## src/rtl/sumador_segmentado.sv

```systemverilog
// sumador_segmentado: pipelined ripple-carry adder/subtractor, one SW-bit slice per stage.
// Optional signed-overflow output is built only when SUMADOR_OVERFLOW_EN is defined.
module sumador_segmentado #(
  parameter int WIDTH  = 16,
  parameter int STAGES = 4
) (
  input  logic             clk,
  input  logic             rst_n,
  input  logic             in_valid,
  output logic             in_ready,
  input  logic [WIDTH-1:0] OpA,
  input  logic [WIDTH-1:0] OpB,
  input  logic             carry_in,
  input  logic             op_sub,
  output logic             out_valid,
  input  logic             out_ready,
  output logic [WIDTH-1:0] result,
  output logic             carry_out
`ifdef SUMADOR_OVERFLOW_EN
  ,
  output logic             overflow
`endif
);
  localparam int SW = WIDTH / STAGES;

  if (WIDTH % STAGES != 0) begin : g_bad_param
    $error("sumador_segmentado: WIDTH must be a multiple of STAGES");
  end

  // Handshake: a transfer happens on a rising edge where valid && ready; the
  // producer keeps data stable while valid && !ready, and ready never waits on valid.
  for (genvar k = 0; k < STAGES; k++) begin : g_stage
    // Operand bits not yet summed when the op enters this stage; slice k sits at the bottom.
    localparam int AW = WIDTH - SW * k;

    logic                v_in;
    logic                c_in;
    logic [AW-1:0]       a_src;
    logic [AW-1:0]       b_src;
    logic [SW*(k+1)-1:0] res_d;
    logic [SW:0]         sum;
    logic                take;
    logic                load;
    logic                v_q;
    logic                c_q;
    logic [SW*(k+1)-1:0] res_q;

    if (k == 0) begin : g_head
      assign v_in  = in_valid;
      assign c_in  = op_sub | carry_in;
      assign a_src = OpA;
      assign b_src = op_sub ? ~OpB : OpB;
      assign res_d = sum[SW-1:0];
    end else begin : g_body
      assign v_in  = g_stage[k-1].v_q;
      assign c_in  = g_stage[k-1].c_q;
      assign a_src = g_stage[k-1].g_fwd.a_q;
      assign b_src = g_stage[k-1].g_fwd.b_q;
      assign res_d = {sum[SW-1:0], g_stage[k-1].res_q};
    end

    // A stage can take new contents when empty or when its occupant moves on this edge.
    if (k == STAGES - 1) begin : g_last_ready
      assign take = !v_q || out_ready;
    end else begin : g_mid_ready
      assign take = !v_q || g_stage[k+1].take;
    end

    assign load = v_in && take;
    assign sum  = {1'b0, a_src[SW-1:0]} + {1'b0, b_src[SW-1:0]} + {{SW{1'b0}}, c_in};

    always_ff @(posedge clk or negedge rst_n) begin
      if (!rst_n) begin
        v_q   <= 1'b0;
        c_q   <= 1'b0;
        res_q <= '0;
      end else begin
        if (take) begin
          v_q <= v_in;
        end
        if (load) begin
          c_q   <= sum[SW];
          res_q <= res_d;
        end
      end
    end

    if (k < STAGES - 1) begin : g_fwd
      logic [AW-SW-1:0] a_q;
      logic [AW-SW-1:0] b_q;

      always_ff @(posedge clk or negedge rst_n) begin
        if (!rst_n) begin
          a_q <= '0;
          b_q <= '0;
        end else if (load) begin
          a_q <= a_src[AW-1:SW];
          b_q <= b_src[AW-1:SW];
        end
      end
    end
  end

  assign in_ready  = g_stage[0].take;
  assign out_valid = g_stage[STAGES-1].v_q;
  assign result    = g_stage[STAGES-1].res_q;
  assign carry_out = g_stage[STAGES-1].c_q;

`ifdef SUMADOR_OVERFLOW_EN
  // The last stage sees the operand MSBs and the result MSB in the same cycle.
  logic ovf_d;
  logic ovf_q;

  assign ovf_d = (g_stage[STAGES-1].a_src[SW-1] == g_stage[STAGES-1].b_src[SW-1]) &&
                 (g_stage[STAGES-1].sum[SW-1] != g_stage[STAGES-1].a_src[SW-1]);

  always_ff @(posedge clk or negedge rst_n) begin
    if (!rst_n) begin
      ovf_q <= 1'b0;
    end else if (g_stage[STAGES-1].load) begin
      ovf_q <= ovf_d;
    end
  end

  assign overflow = ovf_q;
`endif

endmodule

```

## config.mk

```make
export PLATFORM = sky130hd
export DESIGN_NAME = sumador_segmentado
export DESIGN_NICKNAME = d
export VERILOG_FILES = /design/src/rtl/sumador_segmentado.sv
export SDC_FILE = /design/constraint.sdc
export NUM_CORES = 1
export LEC_CHECK = 0
export BUFFER_PORTS_ARGS = -buffer_cell sky130_fd_sc_hd__buf_2
export CORE_UTILIZATION = 35
export CTS_BUF_LIST = sky130_fd_sc_hd__clkbuf_8 sky130_fd_sc_hd__clkbuf_16
export CTS_CLUSTER_DIAMETER = 60
export DETAILED_ROUTE_END_ITERATION = 7
export SYNTH_ARGS = -nofsm -noshare
export SYNTH_HDL_FRONTEND = slang
export SYNTH_SLANG_ARGS = --single-unit
```

## constraint.sdc

```tcl
create_clock -name clk -period 2.6 [get_ports clk]
set_input_delay 0.39 -clock clk [delete_from_list [all_inputs] [get_ports clk]]
set_output_delay 0.39 -clock clk [all_outputs]
set_load 0.01 [all_outputs]
```

==> impl_metrics.json <==
{
  "status": "complete, but fails checks",
  "violations": "DRC",
  "syn_nets": 371,
  "drv_slew": 0,
  "stdcell_count": 522,
  "start_kind": "input pin",
  "layout_commonest_cell": "dfrtp_1",
  "drive_gt1_frac": 0.361,
  "power_density_nw_per_um2": 981,
  "start_util": 0.364,
  "antenna_found_initial": 0,
  "dp_cells": 506,
  "clk_pin_slew_ns": 0.07,
  "dieArea_um2": 12500,
  "worstSetupPathType": "input pin to flip-flop",
  "r2r_end": "carry_out",
  "tightest_slew_ns": 0.701,
  "wl_per_cell_um": 13.4,
  "rrSetupSlack_ns": 0.82,
  "grt_pass1_wl_um": 12100,
  "htreeDepth": 3,
  "cts_buffers": 9,
  "synthToLayoutAreaGrowth_pct": 17.0,
  "fmax_mhz": 532,
  "syn_area_per_cell_um2": 13.5,
  "drtIter0Drc": 81,
  "cts_tree": "done",
  "syn_area_um2": 4210,
  "die_w_um": 112,
  "die_y_um": 112,
  "ff2ff_path_depth": 5,
  "reg2reg_from": "g_stage[2].c_q",
  "finalCritPeriodShare": 0.722,
  "rsz0062_at_grt": "false",
  "finalSetupTns_ns": 0,
  "vdd_drop_max_uv": 316,
  "grt_max_degree": 52,
  "remaining_drc_errors": 3,
  "dr.pass1.iters": 6,
  "crit_required_ns": 2.81,
  "synthCells": 313,
  "vias_per_cell": 4.63,
  "setup_viol": 0,
  "clk_latency_ns": 0.33,
  "globalRoute.totalOverflow": 0,
  "ys_warn_count": 0,
  "final.fill_count": 1097,
  "whs_ns": 0.0554,
  "critPathMaxFanout": 3,
  "antenna-diode-count": 0,
  "finalHoldViolCount": 0,
  "rows": 39,
  "clock-skew-final_ns": 0.00762,
  "p_total_mw": 4.84,
  "holdBufCountCts": 0,
  "hpwl_um": 4940,
  "gp_congestion": 0.713,
  "drt-total-wl_um": 6990,
  "final_cell_mix": "dfrtp_1, mux2_2, buf_2, nand2_1, o21ai_0",
  "fp.coreArea_um2": 11600,
  "cp.arrival_ns": 2.08,
  "yosysUniqueCellTypes": 28,
  "vias": 2419,
  "final_net_count": 432,
  "final_antenna_net_count": 0,
  "ys_seq_area_frac": 0.570,
  "slew_headroom": 0.532,
  "synth-seq-cells": 96,
  "clock_sinks": 96,
  "p_leak_nw": 2.28,
  "post_cts_buffers": 0,
  "hold_class": "input pin to async pin",
  "cp-end-kind": "flip-flop",
  "grt_pass1_vias": 2467,
  "clock_path_buffers": 2,
  "portBuffers": 56,
  "io_pins": 57,
  "drv_cap": 0,
  "grt_util_all_layers": 0.125,
  "cts_resized": 0,
  "root_buffer": "clkbuf_16",
  "period_minus_slack_ns": 1.88
}
-- cells in the mapped netlist (all sizes together) --
cell | instances | share of area
dfrtp | 96 | 0.57
nor2b | 2 | 0.0030
a21boi | 1 | 0.0018
a21o | 5 | 0.0089
xnor2 | 13 | 0.027
o21ai | 27 | 0.035
nor3b | 1 | 0.0018
xor2 | 10 | 0.021
nand2b | 4 | 0.0059
nor3 | 1 | 0.0012
nand2 | 29 | 0.026
or2 | 2 | 0.0030
buf | 12 | 0.018
mux2 | 65 | 0.17
clkbuf | 1 | 0.00089
inv | 11 | 0.0098
fa | 8 | 0.038
ha | 12 | 0.036
nand3b | 1 | 0.0018
nor2 | 1 | 0.00089
o21a | 1 | 0.0018
nand4b | 1 | 0.0036
o31ai | 1 | 0.0018
a21oi | 8 | 0.0095
-- where the power goes --
group | internal [mW] | switching [mW] | leakage [nW]
Combinational | 0.738 | 0.608 | 0.997
Clock | 0.650 | 0.561 | 0.137
Sequential | 2.01 | 0.271 | 1.15
-- state kept, by name, indices dropped and copies added, names as in the netlist --
| signal | count |
|---|---|
| g_stage.res_q | 24 |
| g_stage.v_q | 3 |
| g_stage.c_q | 3 |
| result | 16 |
| carry_out | 1 |
| out_valid | 1 |
| g_stage.g_fwd.b_q | 24 |
| g_stage.g_fwd.a_q | 24 |
-- layout make-up --
type,count,area (um2),share of cell area
sequential,96,2400,0.487
multi-input combinational,193,1690,0.342
timing repair buffer,63,348,0.0705
clock buffer,9,225,0.0457
tap,143,179,0.0363
clock inverter,7,47.5,0.00964
inverter,11,41.3,0.00837
-- worst max-delay path: stages --
cell and delay [ns]:
buf_2 0.14, or2_2 0.31, fa_1 0.41, fa_1 0.41, a21o_1 0.19, a21oi_1 0.14, o21ai_0 0.08
-- layer usage --
metal  share of wire  vias up  global-route usage
met5               0        -                   0
met4          0.0084        0              0.0514
met2            0.47       35               0.190
met3           0.038        4              0.0348
li1                -     1182                   -
met1            0.49     1198               0.167
-- worst max-delay path by stage --
stage,from,end,depth (start not counted)
final,op_sub,g_stage[0].c_q,7
after global routing,op_sub,g_stage[0].c_q,7
after CTS,op_sub,g_stage[0].c_q,7
after detailed placement,op_sub,g_stage[0].c_q,7
after global placement,op_sub,g_stage[0].c_q,7
after floorplan,op_sub,g_stage[0].c_q,8
-- cell families (layout without fill, tap and decap cells) --
family | after synthesis | in the layout | share of synthesized area
DFF | 96 | 96 | 0.570
muxes | 65 | 65 | 0.174
adders and majority gates | 20 | 20 | 0.0737
buffers and inverters | 24 | 90 | 0.0291
and+or+nand+nor | 42 | 42 | 0.0469
xor gates and xnor gates | 23 | 23 | 0.0478
AOI/OAI and AO/OA | 43 | 43 | 0.0585
-- through the flow --
stage | setup slack (ns) | utilization | cell area, um2
after CTS | 0.717 | 0.426 | 4930
after detailed placement | 0.339 | 0.403 | 4660
after global placement | 0.414 | 0.403 | 4660
final | 0.722 | 0.426 | 4930
after global routing | 0.619 | 0.426 | 4930
after floorplan | 0.236 | - | 4210
Note: power is estimated with default switching activity, not from simulation.
